File: config.mk
export PLATFORM = sky130hd
export DESIGN_NAME = issueque_int
export DESIGN_NICKNAME = d
export VERILOG_FILES = /design/src/rtl/issueque_int.sv
export SDC_FILE = /design/constraint.sdc
export NUM_CORES = 1
export LEC_CHECK = 0
export ABC_CLOCK_PERIOD_IN_PS = 5500
export CAP_MARGIN = 20
export CELL_PAD_IN_SITES_DETAIL_PLACEMENT = 0
export CELL_PAD_IN_SITES_GLOBAL_PLACEMENT = 1
export CORE_MARGIN = 2
export CORE_UTILIZATION = 47
export DETAILED_ROUTE_END_ITERATION = 12
export PLACE_DENSITY = 0.92
export SYNTH_ARGS = -nofsm -noshare
export SYNTH_HDL_FRONTEND = slang
export SYNTH_SLANG_ARGS = --single-unit
File: constraint.sdc
create_clock -name clk -period 5.5 [get_ports clk]
set_input_delay 0.825 -clock clk [delete_from_list [all_inputs] [get_ports clk]]
set_output_delay 0.825 -clock clk [all_outputs]
set_load 0.01 [all_outputs]
File: src/rtl/issueque_int.sv
`default_nettype none
// issueque_int: compacted, age-ordered integer issue queue with CDB snooping;
// presents the oldest operand-ready entry to the ALU. Rev 1.0
module issueque_int #(
  parameter int DEPTH  = 4,
  parameter int W_TAG  = 6,
  parameter int W_DATA = 32
) (
  input  logic              clk,
  input  logic              reset,
  input  logic              dispatch_en,
  input  logic [5:0]        dispatch_opcode,
  input  logic [15:0]       dispatch_imm,
  input  logic [W_TAG-1:0]  dispatch_rdtag,
  input  logic [W_TAG-1:0]  dispatch_rstag,
  input  logic [W_TAG-1:0]  dispatch_rttag,
  input  logic [W_DATA-1:0] dispatch_rsdata,
  input  logic [W_DATA-1:0] dispatch_rtdata,
  input  logic              dispatch_rsvalid,
  input  logic              dispatch_rtvalid,
  output logic              dispatch_ready,
  input  logic [W_TAG-1:0]  cdb_tag,
  input  logic              cdb_valid,
  input  logic [W_DATA-1:0] cdb_data,
  input  logic              issue_ready,
  output logic              issue_valid,
  output logic [5:0]        issue_opcode,
  output logic [15:0]       issue_imm,
  output logic [W_TAG-1:0]  issue_rdtag,
  output logic [W_DATA-1:0] issue_rsdata,
  output logic [W_DATA-1:0] issue_rtdata
);

  localparam int IDX_W = (DEPTH > 1) ? $clog2(DEPTH) : 1;
  localparam int CNT_W = $clog2(DEPTH) + 1;

  typedef struct packed {
    logic              valid;
    logic [5:0]        opcode;
    logic [15:0]       imm;
    logic [W_TAG-1:0]  rdtag;
    logic [W_TAG-1:0]  rstag;
    logic [W_TAG-1:0]  rttag;
    logic [W_DATA-1:0] rsdata;
    logic [W_DATA-1:0] rtdata;
    logic              rsvalid;
    logic              rtvalid;
  } entry_t;

  entry_t           q     [DEPTH];
  entry_t           q_nxt [DEPTH];
  entry_t           incoming;
  logic [CNT_W-1:0] count;
  logic [CNT_W-1:0] count_nxt;
  logic             sel_found;
  logic [IDX_W-1:0] sel_idx;
  logic [IDX_W-1:0] src_idx;
  logic [IDX_W-1:0] wpos;
  logic             xfer;
  logic             wr;

  // Capture a broadcast only into operands still waiting on a matching tag.
  function automatic entry_t snoop(input entry_t e, input logic v,
                                   input logic [W_TAG-1:0] t,
                                   input logic [W_DATA-1:0] d);
    entry_t r;
    r = e;
    if (v && e.valid) begin
      if (!e.rsvalid && e.rstag == t) begin
        r.rsdata  = d;
        r.rsvalid = 1'b1;
      end
      if (!e.rtvalid && e.rttag == t) begin
        r.rtdata  = d;
        r.rtvalid = 1'b1;
      end
    end
    return r;
  endfunction

  // Oldest ready entry wins: scan high to low so the lowest index is kept.
  always_comb begin
    sel_found = 1'b0;
    sel_idx   = '0;
    for (int i = DEPTH - 1; i >= 0; i--) begin
      if (q[i].valid && q[i].rsvalid && q[i].rtvalid) begin
        sel_found = 1'b1;
        sel_idx   = IDX_W'(i);
      end
    end
  end

  assign dispatch_ready = (count < CNT_W'(DEPTH));
  assign xfer           = sel_found & issue_ready;
  assign wr             = dispatch_en & dispatch_ready;
  assign wpos           = IDX_W'(count - CNT_W'(xfer));
  assign count_nxt      = count + CNT_W'(wr) - CNT_W'(xfer);

  assign incoming.valid   = 1'b1;
  assign incoming.opcode  = dispatch_opcode;
  assign incoming.imm     = dispatch_imm;
  assign incoming.rdtag   = dispatch_rdtag;
  assign incoming.rstag   = dispatch_rstag;
  assign incoming.rttag   = dispatch_rttag;
  assign incoming.rsdata  = dispatch_rsdata;
  assign incoming.rtdata  = dispatch_rtdata;
  assign incoming.rsvalid = dispatch_rsvalid;
  assign incoming.rtvalid = dispatch_rtvalid;

  // Compact over the issued slot, snoop at post-shift positions, then append.
  always_comb begin
    src_idx = '0;
    for (int i = 0; i < DEPTH; i++) begin
      src_idx = IDX_W'(i);
      if (xfer && IDX_W'(i) >= sel_idx && i < DEPTH - 1) begin
        src_idx = IDX_W'(i + 1);
      end
      q_nxt[i] = q[src_idx];
      if (xfer && i == DEPTH - 1) begin
        q_nxt[i].valid = 1'b0;
      end
      q_nxt[i] = snoop(q_nxt[i], cdb_valid, cdb_tag, cdb_data);
    end
    if (wr) begin
      q_nxt[wpos] = snoop(incoming, cdb_valid, cdb_tag, cdb_data);
    end
  end

  always_ff @(posedge clk) begin
    if (reset) begin
      count <= '0;
      for (int i = 0; i < DEPTH; i++) begin
        q[i] <= '0;
      end
    end else begin
      count <= count_nxt;
      for (int i = 0; i < DEPTH; i++) begin
        q[i] <= q_nxt[i];
      end
    end
  end

  assign issue_valid  = sel_found;
  assign issue_opcode = sel_found ? q[sel_idx].opcode : '0;
  assign issue_imm    = sel_found ? q[sel_idx].imm    : '0;
  assign issue_rdtag  = sel_found ? q[sel_idx].rdtag  : '0;
  assign issue_rsdata = sel_found ? q[sel_idx].rsdata : '0;
  assign issue_rtdata = sel_found ? q[sel_idx].rtdata : '0;

endmodule
`default_nettype wire

Word-level counts from Yosys, hierarchy flattened
Memory sizes are Yosys's and may differ from the RTL's.
Index checks and enable logic that the tools add are counted.
Word-level totals
  register bits after elaboration: 3
  bits in latches: 0
  RAM bits: 428
  memory bits (read-only): 0
  output and inout port bits: 94
  word-level logic and storage cells: 118
  memories kept: 1
Operators by class
  $add $sub $neg: 3
  multiply operators: 0
  div/mod/pow operators: 0
  magnitude comparators: 6
  equality and inequality tests: 10
  shift-type cells: 0
  mux-type cells: 54
  bitwise operators: 7
  reductions and logical operators: 36
Memory list
  q: words 4, width 107, read ports 8, clocked after Yosys merged registers in 0, write ports 4, line 50  | entry_t q [DEPTH];
Operators with widths (count)
  $mux 107: 5
  $bwmux 428: 1
  $mux 428: 1
  $mux 66: 6
  $mux 32: 12
  $demux 107 s2: 1
  $eq 6x6->1: 10
  $logic_and 1x1->1: 26
  $mux 1: 20
  $mux 16: 1
  $mux 6: 2
  $logic_not 1->1: 10
  $mux 2: 5
  $ge 1x2->1 const A: 2
  $or 1x1->1: 4
  $add 3x1->3: 1
  $ge 3x3->1 const B: 1
  $lt 3x1->1 const B: 1
  $lt 3x3->1 const B: 1
  $not 2->3: 1
  $sub 3x1->3: 1
  $and 1x1->1: 2
  $ge 2x2->1 const A: 1
  $sub 2x1->2: 1

Logic depth before layout (Yosys ltp)
Gate-level depths: netlist (run 1).
An unclocked memory read counts as a cell.
  depth after elaboration: 18
  mapped depth: 11
  gate-level depth less buffers: 9

Least setup slack after synthesis (run 1)
Ideal clock, no wire load.
  kind: register to output
  start: memory q[1][106] in the netlist's numbering
  end: output issue_imm[10]
  arrival: 2386 ps
  required time: 4675 ps
  slack: 2289 ps
  cell stages (with the launch flop): 8
  buffers on the path: 2
  cell sequence: dfxtp_1 -> and3_1 -> a41oi_1 -> nor2_1 -> clkbuf_1 -> buf_1 -> mux4_2 -> and2_1
RTL lines
  from (decl): line 50
  to (decl): line 28  | output logic [15:0] issue_imm,

==> summary.txt, run 1 <==
Global routing
  • First-pass GRT wire length: ~140000 microns
  • Grt total ovfl: 0
  • Largest net degree at the start of global routing: between 100 and 150
  • Vias in the first global route: 24400
  • Initial antenna violation count: 1
  • Overall routing resource usage: 31.8%

STA
  • Slew HR: between 20% and 30%
  • Max Freq: about 0.22 GHz
  • RSZ-0062 raised after global routing: false
  • Final period utilization: slightly above 80%
  • Clk_skew: 0.0235 ns
  • Final setup vio count: 0
  • Measured slew at the worst slew-check pin: between 1 and 1.5 ns
  • Fin. max-slew vios: 0
  • Hold Vio Cnt, Final: 0
  • Setup TNS: 0 ns
  • Final worst path period need: between 4 and 5 ns

Yosys
  • Ys Warns: 0
  • Ys async rst share: 0%
  • Mapped cell area: roughly 25000 sq um
  • Area leader, netlist: dfxtp_1
  • Post-synthesis mux area share: 14.6%
  • Count leader, synth: nand2_1
  • Synth Flop Type: dfxtp_1
  • Post-synthesis simple-gate area fraction: 22.5%
  • Register area share after synthesis: 34.6%
  • Synth Area in Compound Gates: roughly 21%
  • Yosys reg bits: 431
  • Syn_area_per_cell: between 8 and 9 sq um
  • Largest family of logic cells by synthesized area: simple AND/OR/NAND/NOR gates
  • Yosys top cell area share: around 35%
  • Top post-synthesis cells by area: dfxtp_1 (35%), nand2_1 (10%), mux4_2 (8.3%), mux2i_1 (6.1%), clkbuf_1 (4.0%)
  • Xor/xnor share of the synthesized area: under 10%
  • EDFF count, synth: 0
  • Area share of fa/ha/maj cells after synthesis: less than 1%
  • Netlist cell types: 67
  • Net Count, Synth: approximately 3200
  • Post-synth top cells: nand2_1 (663), dfxtp_1 (431), clkbuf_1 (263)
  • Post-Syn Instances: 3010

Worst setup path
  • WP data arrival: around 3.8 ns
  • Required time of the worst setup path: roughly 4.7 ns
  • Worst path max stage delay: 0.60 ns
  • WS Path Type: reg2out
  • Critical path buffers and inverters: 2
  • Critical path's slowest cell: buf_4
  • CP Max Fanout: 31
  • Crit end category: output pin
  • Largest delay contributor family on the critical path: buffers and inverters
  • CP startpoint kind: flip-flop
  • Ordered cell list for the critical path: and3_1 > a41oi_1 > nor2_4 > buf_4 > mux4_2 > and2_1 > clkdlybuf4s50_1

Pwr
  • Gate power share: about a quarter
  • Pleak: 10.2 nW
  • Max IR drop VDD: about 0.28 mV
  • Psw: 0.00315 W
  • Fraction of power spent switching nets: 31.7%
  • PD cells: 340 nW/um^2
  • Clock Power Share: 35.0%
  • Sequential share of power: about two fifths
  • Power Internal: 0.00677 W

Floorplanning
  • CORE AREA: ~52000 sq um
  • Full die area: about 55000 sq um
  • I/O Pins: about 240
  • Initial Util: between 40% and 50%
  • Die Y: 234 microns
  • Die extent in x: approximately 230 microns
  • # rows: between 80 and 90

Cells and area
  • Fill cell count: ~4600
  • Multi-input combinational cell area: around 15000 sq um
  • Fin area: between 20000 and 30000 sq um
  • Area occupied by registers: 8630 sq um
  • Synth-to-layout area growth: 17.2%
  • Number of diodes: 0
  • Layout cells sized above 1: 9.65%
  • Final nets: roughly 3200

Route
  • First-pass iteration count of the detailed router: 7
  • DR vias/cell: approximately 6.6
  • Drt wl/cell: roughly 24 microns
  • DR iter-0 viols: 2852
  • Detail Route Antenna Nets: 0
  • Residual DRC count: 0
  • Total number of vias: 24800
  • Routed wire length: between 80000 and 90000 microns

Clock tree
  • Worst-Skew Late Latency: 0.60 ns
  • # clock sinks: 431
  • H-tree levels: 2
  • CTS Root Cell: clkbuf_16
  • CTS tree: yes
  • Post-CTS Hold Fix Bufs: 0
  • CTS resizes: 0
  • # Post-CTS Setup Buffers: 0
  • Maximum clock insertion buffer count: 3
  • Clk slew on worst S/H paths: ~0.060 ns
  • CTS buffer count: 48

Run status
  • Status: complete, no violations

Placement
  • GPL Wtd Cong: between 0.8 and 0.9
  • Placed Area: 27500 sq um
  • Hpwl dp: 52200 microns
  • Number of port buffers: roughly 240

Worst hold path
  • Hold Path Class: reg2reg

Job
  • Max_cap viols: 0
==> worst paths after layout <==
path                                         to       from  depth (start not counted)  slack, ns
worst min-delay path                  flip-flop  flip-flop                          2       0.48
worst min register to register        flip-flop  flip-flop                          2       0.48
worst max register to register         q[2][28]  q[1][106]                          8       1.75
worst max-delay path            issue_rsdata[2]  q[1][106]                          7       0.93
==> power groups by stage <==
stage | combinational [W] | sequential [W] | clock [W]
3_3_place_gp | 0.00235 | 0.00397 | 0
5_1_grt | 0.00269 | 0.00401 | 0.00361
3_5_place_dp | 0.00244 | 0.00400 | 0
4_1_cts | 0.00245 | 0.00394 | 0.00348
6_report | 0.00250 | 0.00396 | 0.00347
2_1_floorplan | 0.00175 | 0.00390 | 0
==> state kept, by name, summed over array words and instances (netlist names), named ones only <==
register	cells
q	388
count	3
==> cell usage in the layout, fill, tap and decap left out, drive strengths merged, types with 3 or more instances in the layout <==
| cell type | instances |
|---|---|
| nand2 | 663 |
| dfxtp | 431 |
| nor2 | 245 |
| clkdlybuf4s50 | 241 |
| a21oi | 176 |
| mux2i | 153 |
| and2 | 124 |
| a211oi | 116 |
| a311oi | 102 |
| mux4 | 92 |
| clkbuf | 74 |
| nand4 | 73 |
| o311a | 65 |
| o221a | 65 |
| buf | 55 |
| nand3 | 51 |
| nor3 | 45 |
| nor2b | 40 |
| xnor2 | 37 |
| a2111oi | 35 |
| a311o | 32 |
| o22ai | 32 |
| xor2 | 17 |
| inv | 13 |
| clkinv | 10 |
| o21ai | 6 |
| and3 | 6 |
| bufinv | 5 |
| nand2b | 4 |
| a41oi | 3 |
| or2 | 3 |
| o221ai | 3 |
| a31oi | 3 |
| or3 | 3 |
==> tightest hold or removal path, delay by kind of cell, from the launching register on <==
kind,cells,cell delay (ns)
and+or+nand+nor,1,0.06
DFF,1,0.32
AOI/OAI and AO/OA,1,0.05
==> per-layer routing <==
metal / global-route usage, % / vias to the layer above / share of wire, %
li1: - / 11000 / -
met1: 39.9 / 12100 / 39
met2: 52.7 / 1432 / 47
met3: 5.46 / 246 / 9.4
met4: 16.1 / 2 / 4.6
met5: 0 / - / 0.013
==> stage by stage <==
step	worst slack, ns	power (W)	util, %	hold slack, ns	std cells
finish	0.927	0.00992	55.6	0.476	3744
global route	0.774	0.0103	55.6	0.487	3744
CTS	0.920	0.00988	55.6	0.474	3744
detailed placement	0.914	0.00644	52.4	0.466	3655
global placement	0.939	0.00632	52.4	0.456	3655
floorplan	2.29	0.00565	-	0.446	3010
==> cell type report <==
cell class                 instances  share of cell area (%)
multi-input combinational       2227                    51.5
timing repair buffer             296                    9.97
clock buffer                      74                    5.08
clock inverter                    15                   0.725
sequential                       431                    29.6
tap                              688                    2.95
inverter                          13                   0.167
==> kinds of logic (layout without fill, tap and decap cells) <==
| kind of cell | after synthesis | in the layout |
|---|---|---|
| AND/OR/NAND/NOR | 1269 | 1269 |
| AO/OA/AOI/OAI | 656 | 656 |
| flip-flops | 431 | 431 |
| buffers and inverters | 352 | 398 |
| multiplexers | 246 | 246 |
| XOR/XNOR | 54 | 54 |
| adder cells (fa/ha/maj) | 2 | 2 |
(Power assumes the default switching activity.)
==> run 2: changes to the inputs <==
- ABC_CLOCK_PERIOD_IN_PS: 5500 -> 3900
- CORE_UTILIZATION: 47 -> 40
- PLACE_DENSITY: 0.92 -> 0.84
- clock period: 5.5 -> 3.9 ns (I/O delays scaled with it)
==> summary.txt, run 2 (synthesis gave the netlist of run 1 again) <==
Worst setup path
  • WP data arrival: 3.25 ns (-0.50 ns)
  • CP startpoint kind: flip-flop
  • Reg2reg setup slack: 0.79 ns (-0.96 ns)
  • CP Max Fanout: 17 (-45%)
  • WS Path Type: reg2out
  • Required time of the worst setup path: 3.31 ns (-1.37 ns)
  • Largest delay contributor family on the critical path: buffers and inverters
  • Critical path buffers and inverters: 3 (+1)
  • Ordered cell list for the critical path: and3_4 > a41oi_2 > nor2_4 > buf_12 > buf_12 > mux4_2 > and2_1 > clkdlybuf4s50_1
  • Critical path's slowest cell: mux4_2
  • Most frequent CP cell: buf_12
  • Crit end category: output pin
  • Worst path max stage delay: 0.54 ns (-0.06 ns)

STA
  • Hold Vio Cnt, Final: 0 (unchanged)
  • Fin. max-slew vios: 0 (unchanged)
  • Max Freq: ~0.26 GHz
  • Slew HR: 29.3% (+8.1 points)
  • RSZ-0062 raised after global routing: false
  • Clk_skew: 0.0261 ns (+0.00263 ns)
  • Final worst path period need: around 3.8 ns
  • Setup TNS: 0 ns (unchanged)
  • Final setup vio count: 0 (unchanged)
  • Measured slew at the worst slew-check pin: 1.06 ns (-0.118 ns)
  • Final period utilization: between 90 and 100%

Clock tree
  • Post-CTS Hold Fix Bufs: 0 (unchanged)
  • Worst-Skew Late Latency: 0.63 ns (+0.03 ns)
  • # clock sinks: 431 (unchanged)
  • CTS tree: yes
  • CTS Root Cell: clkbuf_16
  • CTS buffer count: 49 (+2.1%)
  • Maximum clock insertion buffer count: 3 (unchanged)
  • H-tree levels: 2 (unchanged)
  • Clk slew on worst S/H paths: 0.06 ns (about the same)

Cells and area
  • Fin area: 30200 sq um (+3.5%)
  • Most frequent cells in the layout: nand2_1 (661), dfxtp_1 (427), nor2_1 (242)
  • Layout cells sized above 1: 11.4% (+1.7 points)
  • Final nets: 3229 (+1.9%)
  • Synth-to-layout area growth: 21.3%
  • Top reg by flops: q
  • Most common cell after layout, fill and taps aside: nand2_1
  • Fill cell count: 5717 (+24%)
  • Post-layout util: 49.0% (-6.6 points)
  • Max reg flops: 388 (unchanged)
  • Registers with the most flip-flops: q: 388 flops, count: 3 flops

Global routing
  • GRT met2 Usage: 47.2% (-5.5 points)
  • Grt total ovfl: 0 (unchanged)
  • Largest net degree at the start of global routing: 115 (-10%)
  • Initial antenna violation count: 3 (+2)
  • Grt met1 use: 36.4% (-3.5 points)
  • Met3 Use GR: 5.54% (+0.082 points)
  • Grt peak-use layer: met2
  • Vias in the first global route: 24700 (+1.3%)
  • Overall routing resource usage: 28.9% (-2.9 points)
  • First-pass GRT wire length: 146000 microns (+5.7%)

Route
  • Residual DRC count: 0 (unchanged)
  • Drt wl/cell: 24.0 microns (-0.14%)
  • Total number of vias: 25000 (+1.0%)
  • Routed wire length: 94900 microns (+5.4%)
  • Detail Route Antenna Nets: 0 (unchanged)
  • DR vias/cell: 6.33 (-4.3%)
  • DR iter-0 viols: 2676 (-6.2%)
  • First-pass iteration count of the detailed router: 8 (+1)

Job
  • Max_cap viols: 0 (unchanged)

Worst hold path
  • Hold Path Class: in2reg

Floorplanning
  • Die extent in x: 254 microns (+8.3%)
  • CORE AREA: 61600 sq um (+17%)
  • Initial Util: 40.4% (-7.1 points)
  • Full die area: 64300 sq um (+17%)
  • # rows: 91 (+8.3%)
  • Die Y: 254 microns (+8.3%)
  • I/O Pins: 243 (unchanged)

Run status
  • Status: complete, no violations

Pwr
  • PD cells: 465 nW/um^2 (+37%)
  • Pleak: 10.6 nW (+3.9%)
  • Max IR drop VDD: 0.273 mV (-3.4%)

Placement
  • Placed Area: 28400 sq um (+3.5%)
  • Number of port buffers: 242 (unchanged)
  • Hpwl dp: 57500 microns (+10%)
  • GPL Wtd Cong: 0.886 (-1.1%)
==> run 2: changes by cell type in the layout (fill, tap and decap cells not counted), sizes merged, moves of 2 or more <==
cell / change
buf: +58
clkinv: -2
bufbuf: +2
inv: +3
diode: +2
clkbuf: -3
==> run 2: layout make-up <==
type                    count  area (sq um)  share of cell area (%)
well taps                 837          1050                    3.47
diodes                      2          5.00                  0.0166
clock inverters            16           216                   0.717
clock buffers              71          1400                    4.64
inverters                  13          48.8                   0.162
multi-input cells        2227         15000                    49.8
repair buffers            356          3810                    12.6
flip-flops and latches    431          8630                    28.6
==> run 2: timing repair <==
item,4_1_cts,5_1_grt
gates resized for setup,4,4
setup buffers,3,0
endpoints found under the setup margin,49,76
cloned,2,0
pin swaps,1,1
==> run 2: worst register-to-register path, delay by kind of cell (launching register included) <==
kind                   cells  cell delay (ns)
AOI/OAI and AO/OA          1             0.11
buffers and inverters      4             1.26
DFF                        1             0.43
muxes                      1             0.20
and+or+nand+nor            4             0.97
==> run 2: worst paths after layout <==
check	end	start	depth (start not counted)
max reg2reg	q[1][43]	q[0][106]	10
min reg2reg	flip-flop	flip-flop	2
max	issue_rtdata[28]	q[1][1]	8
min	flip-flop	reset	2
==> run 2: where the power goes <==
part | leakage [nW] | switching [W] | internal, W
registers | 3.51 | 0.000480 | 0.00510
clock network | 0.793 | 0.00201 | 0.00276
logic | 6.32 | 0.00204 | 0.00163
total | 10.6 | 0.00453 | 0.00950
==> run 2: per-stage QoR <==
step	hold WS, ns	total power [W]	setup slack (ns)	instances
after CTS	0.463	0.0140	0.0235	3951
final	0.473	0.0140	0.0662	3953
after floorplan	0.446	0.00797	0.929	3010
after global routing	0.495	0.0146	0.00537	3952
after detailed placement	0.465	0.00926	0.0479	3859
after global placement	0.455	0.00909	0.109	3859
==> run 2: metal layers <==
layer,part of all wire [%],routed length [microns]
met5,0.028,27
met4,4.8,4510
met3,9.1,8670
met2,47,44300
met1,39,37300
